**src/rtl/histogram_pkg.sv**
```systemverilog
// Shared constants and types for the histogram / CDF pipeline stages.
//   NBINS, ADDR_W, DATA_W : default geometry of the histogram RAM
//   ST_*                  : CDF sweep FSM state encoding
//   bin_addr_t, bin_cnt_t : bin address and bin count / CDF entry types
package histogram_pkg;

   localparam int unsigned NBINS  = 256;
   localparam int unsigned ADDR_W = 8;
   localparam int unsigned DATA_W = 32;

   localparam int unsigned ST_W = 2;
   localparam logic [ST_W-1:0] ST_IDLE  = 2'd0;
   localparam logic [ST_W-1:0] ST_RUN   = 2'd1;
   localparam logic [ST_W-1:0] ST_DRAIN = 2'd2;
   localparam logic [ST_W-1:0] ST_DONE  = 2'd3;

   typedef logic [ADDR_W-1:0] bin_addr_t;
   typedef logic [DATA_W-1:0] bin_cnt_t;

endpackage

```
**src/rtl/histogram_cdf_addr_gen.sv**
```systemverilog
// Bin address generator for the CDF sweep.
//   clk, rst  : clock, asynchronous active-low reset
//   load_i    : clear the bin counter to 0 (sweep start)
//   en_i      : issue the current address this cycle and advance
//   addr_o    : registered read address (0 when idle)
//   waddr_o   : address issued one cycle earlier (write address), 0 otherwise
//   last_c_o  : current address is the final bin (combinational)
//   rvalid_o  : read data for waddr_o is present this cycle
module histogram_cdf_addr_gen #(
   parameter int unsigned NBINS  = histogram_pkg::NBINS,
   parameter int unsigned ADDR_W = histogram_pkg::ADDR_W
) (
   input  logic              clk,
   input  logic              rst,
   input  logic              load_i,
   input  logic              en_i,
   output logic [ADDR_W-1:0] addr_o,
   output logic [ADDR_W-1:0] waddr_o,
   output logic              last_c_o,
   output logic              rvalid_o
);

   logic [ADDR_W-1:0] addr_q, addr_d;
   logic [ADDR_W-1:0] waddr_q, waddr_d;
   logic              rvalid_q, rvalid_d;

   assign last_c_o = (addr_q == ADDR_W'(NBINS - 1));

   // Counter returns to 0 after the final bin so the read address idles at 0.
   always_comb begin
      addr_d   = addr_q;
      waddr_d  = '0;
      rvalid_d = 1'b0;
      if (load_i) begin
         addr_d = '0;
      end else if (en_i) begin
         addr_d = last_c_o ? '0 : addr_q + ADDR_W'(1);
      end
      if (en_i) begin
         waddr_d  = addr_q;
         rvalid_d = 1'b1;
      end
   end

   always_ff @(posedge clk or negedge rst) begin
      if (!rst) begin
         addr_q   <= '0;
         waddr_q  <= '0;
         rvalid_q <= 1'b0;
      end else begin
         addr_q   <= addr_d;
         waddr_q  <= waddr_d;
         rvalid_q <= rvalid_d;
      end
   end

   assign addr_o   = addr_q;
   assign waddr_o  = waddr_q;
   assign rvalid_o = rvalid_q;

endmodule

```
**src/rtl/histogram_cdf.sv**
```systemverilog
// Histogram-to-CDF stage: on start, sweeps the histogram RAM (arg_0) in bin
// order and writes the running prefix sum to the CDF RAM (arg_1), then holds
// the grand total with valid high until the next accepted start.
//   clk, rst          : clock, asynchronous active-low reset
//   start             : sweep request, accepted in IDLE or DONE
//   valid, total      : sweep complete / sum of all bins (mod 2^DATA_W)
//   arg_0_raddr_0     : histogram read address; arg_0_rdata_0 arrives 1 cycle later
//   arg_0_w*_0        : histogram write port (bin clearing)
//   arg_1_w*_0        : CDF RAM write port
// Build option: define HISTOGRAM_CDF_CLEAR_EN to zero each histogram bin as it
// is consumed; otherwise the histogram write port is tied off.
module histogram_cdf #(
   parameter int unsigned NBINS  = histogram_pkg::NBINS,
   parameter int unsigned ADDR_W = histogram_pkg::ADDR_W,
   parameter int unsigned DATA_W = histogram_pkg::DATA_W
) (
   input  logic              clk,
   input  logic              rst,
   input  logic              start,
   output logic              valid,
   output logic [DATA_W-1:0] total,
   output logic [ADDR_W-1:0] arg_0_raddr_0,
   input  logic [DATA_W-1:0] arg_0_rdata_0,
   output logic [ADDR_W-1:0] arg_0_waddr_0,
   output logic [DATA_W-1:0] arg_0_wdata_0,
   output logic              arg_0_wen_0,
   output logic [ADDR_W-1:0] arg_1_waddr_0,
   output logic [DATA_W-1:0] arg_1_wdata_0,
   output logic              arg_1_wen_0
);
   import histogram_pkg::*;

   logic [ST_W-1:0]   state_q, state_d;
   logic [DATA_W-1:0] acc_q, acc_d;
   logic [DATA_W-1:0] total_q, total_d;
   logic              valid_q, valid_d;
   logic [DATA_W-1:0] sum_c;
   logic              start_acc_c;
   logic              run_c;
   logic              last_c;
   logic              rvalid;
   logic [ADDR_W-1:0] waddr;

   assign run_c = (state_q == ST_RUN);
   assign sum_c = acc_q + arg_0_rdata_0;

   histogram_cdf_addr_gen #(
      .NBINS  (NBINS),
      .ADDR_W (ADDR_W)
   ) u_addr_gen (
      .clk      (clk),
      .rst      (rst),
      .load_i   (start_acc_c),
      .en_i     (run_c),
      .addr_o   (arg_0_raddr_0),
      .waddr_o  (waddr),
      .last_c_o (last_c),
      .rvalid_o (rvalid)
   );

   // Sweep control, accumulator and result capture.
   always_comb begin
      state_d     = state_q;
      acc_d       = acc_q;
      total_d     = total_q;
      valid_d     = valid_q;
      start_acc_c = 1'b0;
      case (state_q)
         ST_IDLE, ST_DONE: begin
            if (start) begin
               state_d     = ST_RUN;
               start_acc_c = 1'b1;
               acc_d       = '0;
               valid_d     = 1'b0;
            end
         end
         ST_RUN: begin
            if (last_c) begin
               state_d = ST_DRAIN;
            end
         end
         ST_DRAIN: begin
            // Final bin returns this cycle, so capture the completed sum directly.
            state_d = ST_DONE;
            total_d = sum_c;
            valid_d = 1'b1;
         end
         default: begin
            state_d = ST_IDLE;
         end
      endcase
      // Never overlaps the start branch: read data only returns in RUN/DRAIN.
      if (rvalid) begin
         acc_d = sum_c;
      end
   end

   always_ff @(posedge clk or negedge rst) begin
      if (!rst) begin
         state_q <= ST_IDLE;
         acc_q   <= '0;
         total_q <= '0;
         valid_q <= 1'b0;
      end else begin
         state_q <= state_d;
         acc_q   <= acc_d;
         total_q <= total_d;
         valid_q <= valid_d;
      end
   end

   assign valid = valid_q;
   assign total = total_q;

   // CDF write data is the same-cycle sum of the returning bin.
   assign arg_1_wen_0   = rvalid;
   assign arg_1_waddr_0 = waddr;
   assign arg_1_wdata_0 = rvalid ? sum_c : '0;

`ifdef HISTOGRAM_CDF_CLEAR_EN
   // Write address trails the read address by one, so no read/write hazard.
   assign arg_0_wen_0   = rvalid;
   assign arg_0_waddr_0 = waddr;
   assign arg_0_wdata_0 = '0;
`else
   assign arg_0_wen_0   = 1'b0;
   assign arg_0_waddr_0 = '0;
   assign arg_0_wdata_0 = '0;
`endif

endmodule

```
**config.mk**
```make
export PLATFORM = sky130hd
export DESIGN_NAME = histogram_cdf
export DESIGN_NICKNAME = d
export VERILOG_FILES = /design/src/rtl/histogram_pkg.sv /design/src/rtl/histogram_cdf_addr_gen.sv /design/src/rtl/histogram_cdf.sv
export SDC_FILE = /design/constraint.sdc
export NUM_CORES = 1
export LEC_CHECK = 0
export BUFFER_PORTS_ARGS = -buffer_cell sky130_fd_sc_hd__buf_2
export CORE_MARGIN = 4
export CORE_UTILIZATION = 35
export CTS_CLUSTER_DIAMETER = 60
export DETAILED_ROUTE_END_ITERATION = 16
export SLEW_MARGIN = 10
export SYNTH_ARGS = -nofsm -noshare
export SYNTH_HDL_FRONTEND = slang
export SYNTH_SLANG_ARGS = --single-unit
```
**constraint.sdc**
```tcl
create_clock -name clk -period 3.1 [get_ports clk]
set_input_delay 0.62 -clock clk [delete_from_list [all_inputs] [get_ports clk]]
set_output_delay 0.62 -clock clk [all_outputs]
set_load 0.03 [all_outputs]
```
==> metrics, run 1 <==
Placer Congestion 0.866; min Tclk post-route 3440 ps; post-synthesis cell count ~570; Max H-tree Level 3; Port Buffers about 120; Max Clock Freq 0.290 GHz; Clock Sinks 84; Avg Inst Size Synth 9.75 µm²; CP Capture Type output port; final hold violations 0; RSZ-0062 raised after global routing true; CP startpoint kind flip-flop; async set-reset flop share out of synthesis 1.00; HP Class in2async; kind of critical path reg2out; Detail Placement HPWL 11600 µm; Tightest Pin Transition 1100 ps; worst setup path endpoint arg_1_wdata_0[16]; Die Wd 133 µm; CTS Buffer Depth 2; I/O pins 158; global-route wire length before repair about 26000 µm; Ant. Diodes 0; Yosys reg bits 84; CP bufs+invs 1; Worst R2R End total[14]; DR pass1 iterations 5; Final WS setup -344 ps; WL per Instance 15.8 µm; Clk pin slew, worst setup/hold paths 70 ps; Rows 45; Synth warnings 0; Setup crit start acc_q[0]; arrival time at the worst endpoint 2820 ps; Die Height 133 µm; pin count of the biggest net entering global routing 85; Final nets 856; Area growth syn-to-layout 45.5%; cell at the slowest stage of the critical path dfrtp_1; CP max stage delay 400 ps; worst-path cell chain ha_4, fa_2, a21o_1, a221oi_4, o22ai_2, nor2_2, o31ai_1, xor2_1, and2_4, buf_6; setup tns final -5160 ps; status finished with violations; CP Depth 10; final wirelength 15800 µm; clock root buffer clkbuf_16; antenna violations before repair 2; CP top delay family compound AO/OA/AOI/OAI gates; Req. time, crit path approximately 2500 ps; R2R setup slack 380 ps; via/cell ratio 4.87; register area share after synthesis 0.381; GRT Total Usage 0.183; main flop type after synthesis dfrtp_1; share of cells above drive strength 1 0.467; leading cell type in the layout, fill and taps excluded buf_4; R2R depth 11; Worst Skew between 10 and 15 ps; Leakage 0.00396 µW; failing checks negative setup slack; vias in the first global route 5203; CTS Buf Count 9; hold_buf cts 0; worst r2r src acc_q[0]; Cell variety after synth 63; CP max FO 4; clock latency on the worst-skew pair 350 ps; Setup-failing EPs final 24; final slew viol count 0; Peak VDD IR 0.566 mV; GRT Residual Overflow 0; total power roughly 9100 µW; Iter 0 DRT Violations 180; Cell Pwr Density 1140 mW/mm²; TritonCTS clock tree done; max-cap violations 0; Tcrit/Tclk final 1.11; via count a little under 5000; area of the die 0.0178 mm²; starting density of the core 0.360; Slew HR 0.267; DRC 0; Antenna Nets Post-Route 0; commonest cells after routing, fill and taps aside buf_4, buf_2, dfrtp_1; Netlist Area Pre-Place approximately 0.0055 mm²; core area 0.0153 mm²; Post-synth EDFFs 0
## final cells by class
type	instances	area (µm²)
tap	211	264
clock buffer	10	229
sequential	84	2100
fill	1399	7300
clock inverter	6	47.5
multi-input combinational	446	3700
timing repair buffer	235	1640
inverter	9	33.8
## per-stage QoR
stage	worst slack, ps	hold WS, ps	cell area, µm²	utilization	instances
final	-344	491	8020	0.524	1001
after global routing	-514	513	8020	0.524	1001
after CTS	-386	496	7850	0.512	991
after detailed placement	-532	472	6870	0.449	964
after global placement	-531	463	6870	0.449	964
after floorplan	-142	324	5710	-	605
## power breakdown
| group | switching [µW] | internal, µW | leakage (µW) |
|---|---|---|---|
| logic | 3430 | 2880 | 0.00278 |
| clock network | 465 | 550 | 0.000133 |
| registers | 281 | 1550 | 0.00105 |
| total | 4170 | 4970 | 0.00396 |
## synthesized netlist by cell type (all sizes together), types with 16 or more instances
cell type / number / area [µm²]
xnor2: 20 / 175
dfrtp: 84 / 2100
a21o: 29 / 218
buf: 50 / 369
o21ai: 27 / 135
nand2: 35 / 134
mux2: 27 / 304
nor2: 34 / 130
a21oi: 45 / 236
ha: 35 / 438
and2: 34 / 214
clkbuf: 16 / 60.1
## registers in the layout, summed over array words and instances (netlist names)
register	flops
acc_q	32
total	32
u_addr_gen.addr_o	8
u_addr_gen.waddr_o	8
state_q	2
u_addr_gen.rvalid_o	1
valid	1
## cells by family (layout without fill, tap and decap cells)
logic type,after synthesis,in the layout,share of synthesized area
xor+xnor,34,34,0.0540
other cells,1,41,0.000680
simple gates,147,147,0.135
fa+ha+maj,36,36,0.0831
mux,30,30,0.0606
flops,84,84,0.381
buf+inv,75,260,0.0840
compound gates,158,158,0.201
## per-layer routing
metal / share of wire / track usage / vias up
li1: - / - / 2369
met3: 0.052 / 0.0449 / 19
met1: 0.41 / 0.215 / 2349
met2: 0.52 / 0.329 / 131
met4: 0.016 / 0.0566 / 4
met5: 0.0016 / 0 / -
## repair_timing
action	in CTS	in global routing
resized for setup	125	19
endpoints found under the hold margin	0	0
setup buffers	13	10
pin swaps	35	25
endpoints found under the setup margin	25	25
## how the worst min path moves through the flow
stage	from	end	slack (ps)
floorplan	rst	acc_q[0]	320
global placement	acc_q[30]	acc_q[30]	460
detailed placement	acc_q[12]	acc_q[12]	470
CTS	acc_q[19]	acc_q[19]	500
global route	acc_q[19]	acc_q[19]	510
finish	rst	total[23]	490
No activity file was read; power rests on OpenSTA's default activity.
==> inputs of run 2 (changes only) <==
- SKIP_CTS_REPAIR_TIMING: default -> 1
==> run 2 against run 1 <==
Net effect:
- the run still ends with negative setup slack left
- wire length fell by 0.20%
- clock-buffer cell count did not move
- non-clock buffer count fell by 9
- fmax fell by 0.81%
- sequential share of layout area rose by 0.25 points
==> metrics, run 2 (synthesized netlist as in run 1, its figures left out) <==
status finished with violations; failing checks negative setup slack; Tcrit/Tclk final 1.12 (+0.00903); Area growth syn-to-layout 44.0%; final hold violations 0 (unchanged); Placed Area 0.00687 mm² (unchanged); vias in the first global route 4950 (-4.9%); total power 9070 µW (-0.80%); Util after Layout 0.518 (-0.00531); Layout Cells excl Fill 992 (-0.90%); Die Height 133 µm (unchanged); arrival time at the worst endpoint 2850 ps (+30 ps); clock share of power 0.112 (about the same); CTS Buffer Depth 2 (unchanged); Setup-failing EPs final 24 (unchanged); min Tclk post-route 3470 ps (+28.0 ps); CP Capture Type output port; RSZ-0062 raised after global routing true; CP max FO 4 (unchanged); switching fraction of total power 0.460 (+0.00326); via/cell ratio 4.91 (+0.82%); final slew viol count 0 (unchanged); WL per Instance 15.9 µm (+0.70%); Peak VDD IR 0.539 mV (-4.7%); Clock Sinks 84 (unchanged); CP startpoint kind flip-flop; Final WS setup -372 ps (-28.0 ps); kind of critical path reg2out; commonest cells after routing, fill and taps aside buf_4, buf_2, dfrtp_1; starting density of the core 0.360 (unchanged); area of the die 0.0178 mm² (unchanged); pin count of the biggest net entering global routing 85 (unchanged); Detail Placement HPWL 11600 µm (unchanged); antenna violations before repair 2 (unchanged); Placer Congestion 0.866 (unchanged); post-route cell area 0.00794 mm² (-1.0%); Sw Pwr 4170 µW (about the same); R2R depth 11 (unchanged); GRT Total Usage 0.171 (-0.0114); clock latency on the worst-skew pair 350 ps (about the same); share of cells above drive strength 1 0.462 (-0.00486); cell internal pwr 4900 µW (-1.4%); TritonCTS clock tree done; Port Buffers 116 (unchanged); Antenna Nets Post-Route 0 (unchanged); max-cap violations 0 (unchanged); Clk pin slew, worst setup/hold paths 70 ps (about the same); number of fill cells 1416 (+1.2%); Iter 0 DRT Violations 202 (+12%); Max H-tree Level 3 (unchanged); Rows 45 (unchanged); DRC 0 (unchanged); Register Area 0.00210 mm² (about the same); R2R setup slack 370 ps (about the same); Req. time, crit path 2480 ps (about the same); Slew HR 0.271 (+0.00377); HP Class in2async; Final nets 847 (-1.1%); leading cell type in the layout, fill and taps excluded buf_4; Cell Pwr Density 1140 mW/mm² (+0.21%); Max Clock Freq 0.288 GHz (-0.81%); Gate power share 0.686 (-0.003); GRT Residual Overflow 0 (unchanged); Cell Count Post-Placement 964 (unchanged); clock root buffer clkbuf_16; Tightest Pin Transition 1090 ps (-5.65 ps); final wirelength 15700 µm (-0.20%); Ant. Diodes 0 (unchanged); I/O pins 158 (unchanged); CTS Buf Count 9 (unchanged); via count 4868 (-0.082%); global-route wire length before repair 24500 µm (-6.1%); Worst Skew 12.1 ps (-0.258 ps); area of the multi-input gates 0.00370 mm² (about the same); sequential share of power 0.201 (about the same); Leakage 0.00390 µW (-1.5%); core area 0.0153 mm² (unchanged); DR pass1 iterations 4 (-1); Die Wd 133 µm (unchanged)
-- run 2: metal layers --
layer  wire (µm)  track usage  vias up
met5          26            0        -
met4         206       0.0509        4
met3         771       0.0434       17
met2        8250        0.298      119
met1        6490        0.210     2370
li1            -            -     2358
-- run 2: power by group through the flow --
stage | Combinational, µW | Sequential [µW] | Clock [µW]
finish | 6230 | 1830 | 1020
CTS | 5440 | 1800 | 1070
global placement | 5340 | 1800 | 0
global route | 6770 | 1890 | 1100
detailed placement | 5420 | 1820 | 0
floorplan | 3080 | 2260 | 0
-- run 2: final timing paths --
| path | startpoint | to |
|---|---|---|
| max reg2reg | acc_q[0] | total[14] |
| min in group clk | acc_q[5] | acc_q[5] |
| max | acc_q[0] | arg_1_wdata_0[16] |
| max in group asynchronous | rst | acc_q[4] |
| min reg2reg | acc_q[5] | acc_q[5] |
| min | rst | total[23] |
-- run 2: cell type report --
cell class / count / share of cell area
Multi-Input combinational cell: 446 / 0.466
Tap cell: 211 / 0.0333
Clock buffer: 10 / 0.0289
Sequential cell: 84 / 0.265
Timing Repair Buffer: 226 / 0.196
Inverter: 9 / 0.00426
Clock inverter: 6 / 0.00599
-- run 2: metrics by stage --
stage          TNS, ps  hold slack [ps]  setup slack, ps
2_1_floorplan     -484              324             -142
3_3_place_gp     -8920              463             -531
3_5_place_dp     -9050              472             -532
4_1_cts         -10680              489             -590
5_1_grt          -8960              513             -527
6_report         -5310              484             -372
-- run 2: critical path: stages, from the launching register on --
cell and delay, ps:
dfrtp_1 400, ha_4 170, fa_2 330, a21o_1 200, a221oi_4 310, o22ai_2 160
nor2_2 200, o31ai_2 100, xor2_1 290, and2_4 200, buf_6 120
==> inputs of run 3 (changes only) <==
- ABC_CLOCK_PERIOD_IN_PS: default -> 3100
- GPL_ROUTABILITY_DRIVEN: default -> 0
- SKIP_CTS_REPAIR_TIMING: 1 -> default
==> run 3 against run 2 <==
Net effect:
- the run still ends with negative setup slack left
- clock-buffer cell count up 2
- global-route usage up 0.78 points
- register-to-register slack worse by 80 ps
- utilization up 1.4 points
- worst setup slack worse by 30 ps
- sequential power about the same
==> metrics, run 3 (synthesized netlist as in run 1, its figures left out) <==
switching fraction of total power 0.446 (-0.0132); HP Class in2async; commonest cells after routing, fill and taps aside buf_4, buf_2, dfrtp_1; GRT Total Usage 0.179 (+0.00783); Routed met1 length 6630 µm (+2.1%); CP max FO 4 (unchanged); Tightest Pin Transition 928 ps (-166 ps); Ant. Diodes 0 (unchanged); pre-CTS setup slack -541 ps (-8.82 ps); Clock Sinks 84 (unchanged); Antenna Nets Post-Route 0 (unchanged); area of the die 0.0178 mm² (unchanged); antenna violations before repair 1 (-1); Setup-failing EPs final 23 (-4.2%); Final nets 860 (+1.5%); Gate power share 0.686 (about the same); core area 0.0153 mm² (unchanged); vias in the first global route 5192 (+4.9%); cell internal pwr 5250 µW (+7.0%); share of cells above drive strength 1 0.482 (+0.0201); WL met2 8210 µm (-0.42%); kind of critical path reg2out; Tcrit/Tclk final 1.13 (+0.00981); Iter 0 DRT Violations 265 (+31%); min Tclk post-route 3500 ps (+30.4 ps); Slew HR 0.381 (+0.111); clock latency on the worst-skew pair 340 ps (about the same); max-cap violations 0 (unchanged); WL per Instance 16.0 µm (+0.54%); final slew viol count 0 (unchanged); Peak VDD IR 0.567 mV (+5.1%); starting density of the core 0.360 (unchanged); CP startpoint kind flip-flop; pin count of the biggest net entering global routing 85 (unchanged); GRT Residual Overflow 0 (unchanged); Top Metal Used met5; DR pass1 iterations 4 (unchanged); RSZ-0062 raised after global routing true; via count 4930 (+1.3%); sequential share of power 0.192 (-0.009); clock share of power 0.122 (+0.010); WL met3 804 µm (+4.3%); Leakage 0.00402 µW (+3.0%); final hold violations 0 (unchanged); Max H-tree Level 3 (unchanged); Cell Pwr Density 1160 mW/mm² (+1.7%); Die Wd 133 µm (unchanged); CTS Buffer Depth 2 (unchanged); Final WS setup -403 ps (-30.4 ps); Worst Skew 8.00 ps (-4.06 ps); via/cell ratio 4.91 (about the same); failing checks negative setup slack; Port Buffers 116 (unchanged); Sw Pwr 4230 µW (+1.4%); status finished with violations; Detail Placement HPWL 11400 µm (-1.8%); CP Capture Type output port; Clk pin slew, worst setup/hold paths 60 ps (about the same); leading cell type in the layout, fill and taps excluded buf_4; Rows 45 (unchanged); TritonCTS clock tree done; Util after Layout 0.532 (+0.0139); Max Clock Freq 0.286 GHz (-0.87%); clock root buffer clkbuf_16; final wirelength 16000 µm (+1.9%); DRC 0 (unchanged); I/O pins 158 (unchanged); Area growth syn-to-layout 47.9%; Req. time, crit path 2480 ps (about the same); CTS Buf Count 9 (unchanged); global-route wire length before repair 25900 µm (+5.9%); arrival time at the worst endpoint 2880 ps (+30 ps); Die Height 133 µm (unchanged)
run 3: cell count changes in the layout (fill, tap and decap cells not counted), moves of 3 or more:
cell | before | now
and2_4 | 4 | 9
a21oi_2 | 8 | 12
a21oi_1 | 34 | 31
xnor2_1 | 11 | 7
and2_1 | 27 | 23
xnor2_2 | 9 | 13
buf_4 | 112 | 121
buf_6 | 23 | 27
run 3: power by group through the flow:
stage	clock [µW]	combinational, µW	sequential [µW]
after detailed placement	0	5420	1810
after floorplan	0	3080	2260
after global placement	0	5320	1790
after CTS	1200	6180	1820
final	1160	6500	1820
after global routing	1250	7010	1880
run 3: cell type report:
class	instances	area [µm²]
fill	1414	7170
multi-input combinational	446	3740
sequential	84	2100
timing repair buffer	239	1690
tap	211	264
clock buffer	12	246
clock inverter	4	72.6
inverter	9	33.8
run 3: timing repair:
action / CTS / global route
hold buffers: 0 / 0
resized for setup: 111 / 43
pin swaps: 37 / 31
endpoints found under the hold margin: 0 / 0
setup buffers: 18 / 9
endpoints found under the setup margin: 25 / 26
run 3: metrics by stage:
stage	power, µW	instance area (µm²)	std cells	setup TNS, ps	hold slack (ps)
floorplan	5350	5710	605	-484	324
global placement	7110	6910	967	-9170	465
detailed placement	7230	6910	967	-9420	470
CTS	9190	7860	997	-6500	331
global route	10100	8150	1005	-9700	337
finish	9480	8150	1005	-6600	299
run 3: metal layers:
metal | vias to the layer above | track usage
li1 | 2371 | -
met1 | 2386 | 0.222
met2 | 144 | 0.307
met3 | 27 | 0.0404
met4 | 2 | 0.0646
met5 | - | 0
run 3: worst paths after layout:
| path | endpoint | slack, ps | cells past startpoint | start |
|---|---|---|---|---|
| setup / recovery | arg_1_wdata_0[18] | -400 | 11 | acc_q[0] |
| hold / removal | valid | 300 | 2 | rst |
| setup reg to reg | total[26] | 290 | 12 | acc_q[0] |
| hold reg to reg | acc_q[30] | 490 | 1 | acc_q[30] |
| max in group asynchronous | acc_q[18] | 2410 | 2 | rst |
| min in group clk | acc_q[30] | 490 | 1 | acc_q[30] |
run 3: critical path, stage by stage, from the launching register on:
cell	delay, ps
dfrtp_1	400
ha_4	170
fa_2	350
a21o_1	220
a221oi_4	360
buf_4	180
o22ai_4	80
o32ai_2	240
xor2_1	100
buf_4	150
nor2_4	120
buf_6	160
